$ cat src/rtl/grf_wb.sv
// rtl/grf_wb.sv - register file with write-through read bypass and commit trace FIFO
module grf_wb #(
  parameter int TRACE_DEPTH = 4,
  parameter int TRACE_AW    = 2
) (
  input  logic        clk,
  input  logic        reset,
  input  logic        RegWrite,
  input  logic [4:0]  WA,
  input  logic [31:0] WD,
  input  logic [31:0] WPC,
  input  logic [4:0]  RA1,
  input  logic [4:0]  RA2,
  output logic [31:0] RD1,
  output logic [31:0] RD2,
  output logic        trace_valid,
  input  logic        trace_ready,
  output logic [31:0] trace_pc,
  output logic [4:0]  trace_wa,
  output logic [31:0] trace_wd,
  output logic        trace_overflow
);

  localparam logic [TRACE_AW:0]   LP_DEPTH  = (TRACE_AW+1)'(TRACE_DEPTH);
  localparam logic [TRACE_AW:0]   LP_CNT1   = (TRACE_AW+1)'(1);
  localparam logic [TRACE_AW-1:0] LP_PTR1   = TRACE_AW'(1);

  logic [31:0]         r_regs [32];
  logic [31:0]         r_tpc  [TRACE_DEPTH];
  logic [4:0]          r_twa  [TRACE_DEPTH];
  logic [31:0]         r_twd  [TRACE_DEPTH];
  logic [TRACE_AW-1:0] r_rd_ptr;
  logic [TRACE_AW-1:0] r_wr_ptr;
  logic [TRACE_AW:0]   r_count;
  logic                r_overflow;

  logic w_commit;
  logic w_full;
  logic w_pop;
  logic w_push;

  // Register 0 is hardwired, so a write to it is not a commit and is never traced.
  assign w_commit = RegWrite && (WA != 5'd0);
  assign w_full   = (r_count == LP_DEPTH);
  assign w_pop    = trace_valid && trace_ready;
  // A pop frees the slot in the same cycle, so a full FIFO can still accept a push.
  assign w_push   = w_commit && (!w_full || w_pop);

  // Read ports: register 0 reads zero, a same-cycle commit to the address bypasses storage.
  always_comb begin
    RD1 = r_regs[RA1];
    RD2 = r_regs[RA2];
    if (RA1 == 5'd0)
      RD1 = 32'd0;
    else if (w_commit && (WA == RA1))
      RD1 = WD;
    if (RA2 == 5'd0)
      RD2 = 32'd0;
    else if (w_commit && (WA == RA2))
      RD2 = WD;
  end

  // Register file update; reset clears every register and blocks the write.
  always_ff @(posedge clk) begin
    if (reset) begin
      for (int i = 0; i < 32; i++)
        r_regs[i] <= 32'd0;
    end else if (w_commit) begin
      r_regs[WA] <= WD;
    end
  end

  // Trace FIFO storage; cleared on reset so head outputs are never undefined.
  always_ff @(posedge clk) begin
    if (reset) begin
      for (int i = 0; i < TRACE_DEPTH; i++) begin
        r_tpc[i] <= 32'd0;
        r_twa[i] <= 5'd0;
        r_twd[i] <= 32'd0;
      end
    end else if (w_push) begin
      r_tpc[r_wr_ptr] <= WPC;
      r_twa[r_wr_ptr] <= WA;
      r_twd[r_wr_ptr] <= WD;
    end
  end

  // Trace FIFO pointers, occupancy and sticky overflow on a dropped commit.
  always_ff @(posedge clk) begin
    if (reset) begin
      r_rd_ptr   <= '0;
      r_wr_ptr   <= '0;
      r_count    <= '0;
      r_overflow <= 1'b0;
    end else begin
      if (w_push)
        r_wr_ptr <= r_wr_ptr + LP_PTR1;
      if (w_pop)
        r_rd_ptr <= r_rd_ptr + LP_PTR1;
      case ({w_push, w_pop})
        2'b10:   r_count <= r_count + LP_CNT1;
        2'b01:   r_count <= r_count - LP_CNT1;
        default: r_count <= r_count;
      endcase
      if (w_commit && !w_push)
        r_overflow <= 1'b1;
    end
  end

  assign trace_valid    = (r_count != '0);
  assign trace_pc       = r_tpc[r_rd_ptr];
  assign trace_wa       = r_twa[r_rd_ptr];
  assign trace_wd       = r_twd[r_rd_ptr];
  assign trace_overflow = r_overflow;

endmodule

$ cat config.mk
export PLATFORM = sky130hd
export DESIGN_NAME = grf_wb
export DESIGN_NICKNAME = d
export VERILOG_FILES = /design/src/rtl/grf_wb.sv
export SDC_FILE = /design/constraint.sdc
export NUM_CORES = 2
export LEC_CHECK = 0
export CORE_MARGIN = 5
export CORE_UTILIZATION = 55
export DETAILED_ROUTE_END_ITERATION = 8
export GPL_ROUTABILITY_DRIVEN = 1
export HOLD_SLACK_MARGIN = 0.1
export PLACE_DENSITY = 0.77
export SLEW_MARGIN = 5
export SYNTH_ARGS = -nofsm -noshare
export SYNTH_HDL_FRONTEND = slang
export SYNTH_SLANG_ARGS = --single-unit
$ cat constraint.sdc
create_clock -name clk -period 7.3 [get_ports clk]
set_input_delay 2.19 -clock clk [delete_from_list [all_inputs] [get_ports clk]]
set_output_delay 2.19 -clock clk [all_outputs]
set_load 0.02 [all_outputs]
==> results.txt <==
The die covers 131,000 um^2. The number of warning messages in the yosys log came out at 0. The actual slew at the worst max-slew pin is 1.21 ns. The number of cells on the worst hold path is 2. The x dimension of the die came out at 361 um.

For this design, the CTS-stage hold fixing added 0 buffers. The top cell types in the final layout, fill and taps aside, are sky130_fd_sc_hd__edfxtp_1 (1,300), sky130_fd_sc_hd__and2_1 (1,238), sky130_fd_sc_hd__mux4_2 (436), sky130_fd_sc_hd__buf_4 (385), sky130_fd_sc_hd__mux2i_1 (230). The number of antenna violations at the first check in global routing came to 14. The net switching component of the power is 5110 uW. The fraction of power consumed by sequential logic is a little under half.

Ranked by total cell area, the synthesized netlist is headed by sky130_fd_sc_hd__edfxtp_1 (57%), sky130_fd_sc_hd__mux4_2 (14%), sky130_fd_sc_hd__and2_1 (11%). Dividing the final minimum period by the clock period gives 100%. After detailed routing, the average wire length per cell comes to roughly 35 um. The beginning of the worst register-to-register path is r_count[0]. The layout overhead on the synthesized area is 14.8%. The element type at the critical path start is an input pin. Clock tree synthesis inserted a total of 136 buffers. In this run the worst setup path begins at RA2[3]. The cell area power density came out at 245 nW/um^2. The flow ran to the end, but the final reports show violations. Setup repair after global routing left no endpoint under its margin. After technology mapping, the gate count stands at 4,749. The count of buffers added on input and output ports is 217. The overall routed net length is about 240,000 um. The area of the core is between 100,000 and 150,000 um^2. TritonCTS built the clock tree.

The part of the power in combinational logic came out at roughly 17%. The via count of the first global-routing pass was 47,124. The worst setup path is captured at a primary output. The wire length of the first global-routing pass came out at 336,000 um.

The reg-to-reg setup timing slack came out at roughly 4.0 ns. The final count of negative-setup-slack endpoints is 2. Yosys mapped the design onto 68 distinct sky130hd cell types. The number of vias per cell came out at approximately 7.

Counting flops with an async set or reset pin after synthesis yields a share of 0%. The pin count of the biggest net entering global routing is 70. The number of enable flip-flop cells after synthesis came out at ~1,300. The commonest non-fill, non-tap cell in the layout is sky130_fd_sc_hd__edfxtp_1. Clock tree synthesis selected as its root buffer the cell sky130_fd_sc_hd__clkbuf_16. The number of pins with negative max-slew slack in the final report is 0.

The clock transition at the registers of the reported paths came out at 0.06 ns. For this run, design rule violations remaining after detail routing come to 0. From bottom edge to top edge, the die measures 361 um. For hold timing, the worst endpoint is r_count[2]. The worst setup path is of the in2out kind. The summed instance area of the synthesized netlist came out at 67,900 um^2. The sum of net half-perimeters after detailed placement came out at 154,000 um. The multi-input combinational cells in the finished layout cover a total of 26,800 um^2. The relative max-transition margin is 19.2%. The total chip power is 19,100 uW. The timing-limited maximum frequency came out at ~140 MHz.

The worst hold path class is reg2reg. The signal arrival time at the worst endpoint came out at around 5 ns. The largest vdd supply drop is 0.229 mV. The length in cells of the worst reg-to-reg path came out at 9.

The net count of the finished layout is between 5,000 and 6,000. Setup slack on the critical path of the routed design comes to -0.0318 ns. In the final layout, the share of cells above drive strength 1 is 23.9%. The starting density of the core came out at about 55%.

The worst endpoint required time came out at roughly 5.1 ns. For the worst-skew pair, the clock arrives at the later sink with an insertion delay of 0.75 ns. The minimum clock period after layout came out at 7.33 ns. The first TritonRoute pass finished after 7 iterations. After floorplanning, the core was divided into 129 placement rows. The synthesized design spends more area on one cell type than any other, namely sky130_fd_sc_hd__edfxtp_1. The startpoint of the tightest hold check path is r_count[2]. CTS saw 1,310 sinks. The total via count in the routed design is around 47,000.

The design internal power came out at 14,000 uW. The endpoint identified for the worst register-to-register timing path is r_count[2]. Across the run, the number of max-cap violations was 0. The count of endpoints failing hold in the final timing report is 0. The share of the Yosys chip area taken by registers is 57.8%. The count of pins on the block boundary came out at approximately 220. The top cell type by area accounts for a little under three fifths of the synthesized area. Along the worst path, the maximum fanout reaches 13.

For the final routed database, the setup TNS stands at -0.0423 ns. The leakage power of the design came out at 0.0278 uW. The switching share of power is 26.8%. The final reports fail on setup timing.

The clock skew after layout is 0.0189 ns. The DRC marker count from the first detailed-route iteration came out at 8,351. In this run, synthesis produced a sequential element count of ~1,300. For this run, the leading register cell type out of synthesis is sky130_fd_sc_hd__edfxtp_1. The clock share of power came out at 35.3%. Averaged over all synthesized cells, the footprint is 14.3 um^2. The area taken by flip-flops and latches is 39,200 um^2. The maximum count of clock buffers along a single path came out at 3.

Counting the fill cells in the layout gives 8,735. The final global-route overflow total came out at 0. Routability-driven placement finished with a final weighted congestion of 0.994. CTS built an H-tree with a depth of 4. Global routing consumed, over all layers together, 36.0% of the routing resources. The post-route antenna net violation count is 0.
==> area by class of cell <==
type | count | area share [%]
tap | 1637 | 2.63
multi-input combinational | 2960 | 34.3
sequential | 1310 | 50.3
clock buffer | 184 | 4.78
antenna | 10 | 0.0321
inverter | 10 | 0.0481
timing repair buffer | 619 | 7.31
clock inverter | 58 | 0.587
==> worst max-delay path, cell delays in order <==
cell	delay, ns
sky130_fd_sc_hd__clkdlybuf4s50_1	0.54
sky130_fd_sc_hd__buf_4	0.18
sky130_fd_sc_hd__buf_12	0.20
sky130_fd_sc_hd__inv_1	0.12
sky130_fd_sc_hd__buf_12	0.18
sky130_fd_sc_hd__nor4_1	0.51
sky130_fd_sc_hd__nor2_1	0.11
sky130_fd_sc_hd__a21oi_1	0.39
sky130_fd_sc_hd__clkdlybuf4s50_1	0.69
==> flip-flops by register name, summed over array words and instances, names as in the netlist, named ones only <==
signal,flops
r_regs,1024
r_tpc,128
r_twd,128
r_twa,20
r_count,3
r_rd_ptr,2
r_wr_ptr,2
trace_overflow,1
==> what timing repair did <==
item,CTS,global route
gates resized for setup,16,19
setup endpoints to repair,11,23
buffers inserted,0,1
==> stage by stage <==
stage | hold slack, ns | cell area (um^2) | instances | worst slack [ns] | util [%]
after detailed placement | 0.495 | 73600 | 6535 | -0.290 | 59.8
after global routing | 0.533 | 78000 | 6780 | 0.00166 | 63.3
final | 0.513 | 78000 | 6788 | -0.0318 | 63.3
after floorplan | 0.462 | 68100 | 4780 | 0.574 | -
after global placement | 0.478 | 73600 | 6535 | -0.263 | 59.8
after CTS | 0.508 | 77900 | 6777 | -0.0333 | 63.3
==> synthesized netlist by cell type, types with 32 or more instances <==
cell type	n
sky130_fd_sc_hd__a211oi_1	32
sky130_fd_sc_hd__a21oi_1	57
sky130_fd_sc_hd__a22oi_1	38
sky130_fd_sc_hd__and2_1	1238
sky130_fd_sc_hd__buf_1	42
sky130_fd_sc_hd__buf_2	80
sky130_fd_sc_hd__buf_4	42
sky130_fd_sc_hd__clkbuf_1	311
sky130_fd_sc_hd__edfxtp_1	1300
sky130_fd_sc_hd__mux2_2	66
sky130_fd_sc_hd__mux2i_1	230
sky130_fd_sc_hd__mux4_2	436
sky130_fd_sc_hd__nand2_1	109
sky130_fd_sc_hd__nor2_1	110
sky130_fd_sc_hd__nor3_1	95
sky130_fd_sc_hd__o21ai_0	67
sky130_fd_sc_hd__o22ai_1	88
sky130_fd_sc_hd__or2_2	36
==> power by group through the flow <==
stage          clock network, uW  registers (uW)  logic, uW
3_5_place_dp                   0            9180       3240
5_1_grt                     7030            9080       3410
2_1_floorplan                  0            9030       1880
6_report                    6740            9030       3320
4_1_cts                     6730            9030       3260
3_3_place_gp                   0            9140       3220
==> logic make-up (layout without fill, tap and decap cells) <==
family	Yosys count	count (layout)	synth area share, %
compound gates	465	465	4.85
xor+xnor	16	16	0.206
fa+ha+maj	2	2	0.0479
buf+inv	510	871	3.37
flops	1310	1310	57.8
mux	732	732	18.9
other cells	1	42	0.00552
simple gates	1713	1713	14.8
==> worst max-delay path by stage <==
stage                        to
global route            RD2[30]
finish                  RD2[24]
CTS                     RD2[27]
detailed placement       RD1[5]
floorplan           r_tpc[2][0]
global placement         RD1[5]
==> per-layer routing <==
layer | routed length (um) | global-route usage [%] | share of wire, % | up-vias
met3 | 37500 | 12.5 | 16 | 1002
met2 | 102000 | 51.6 | 43 | 4393
met4 | 19400 | 23.5 | 8.1 | 12
met5 | 149 | 0 | 0.062 | -
li1 | - | - | - | 18565
met1 | 79900 | 46.8 | 33 | 23396
No activity file was read; power rests on OpenSTA's default activity.
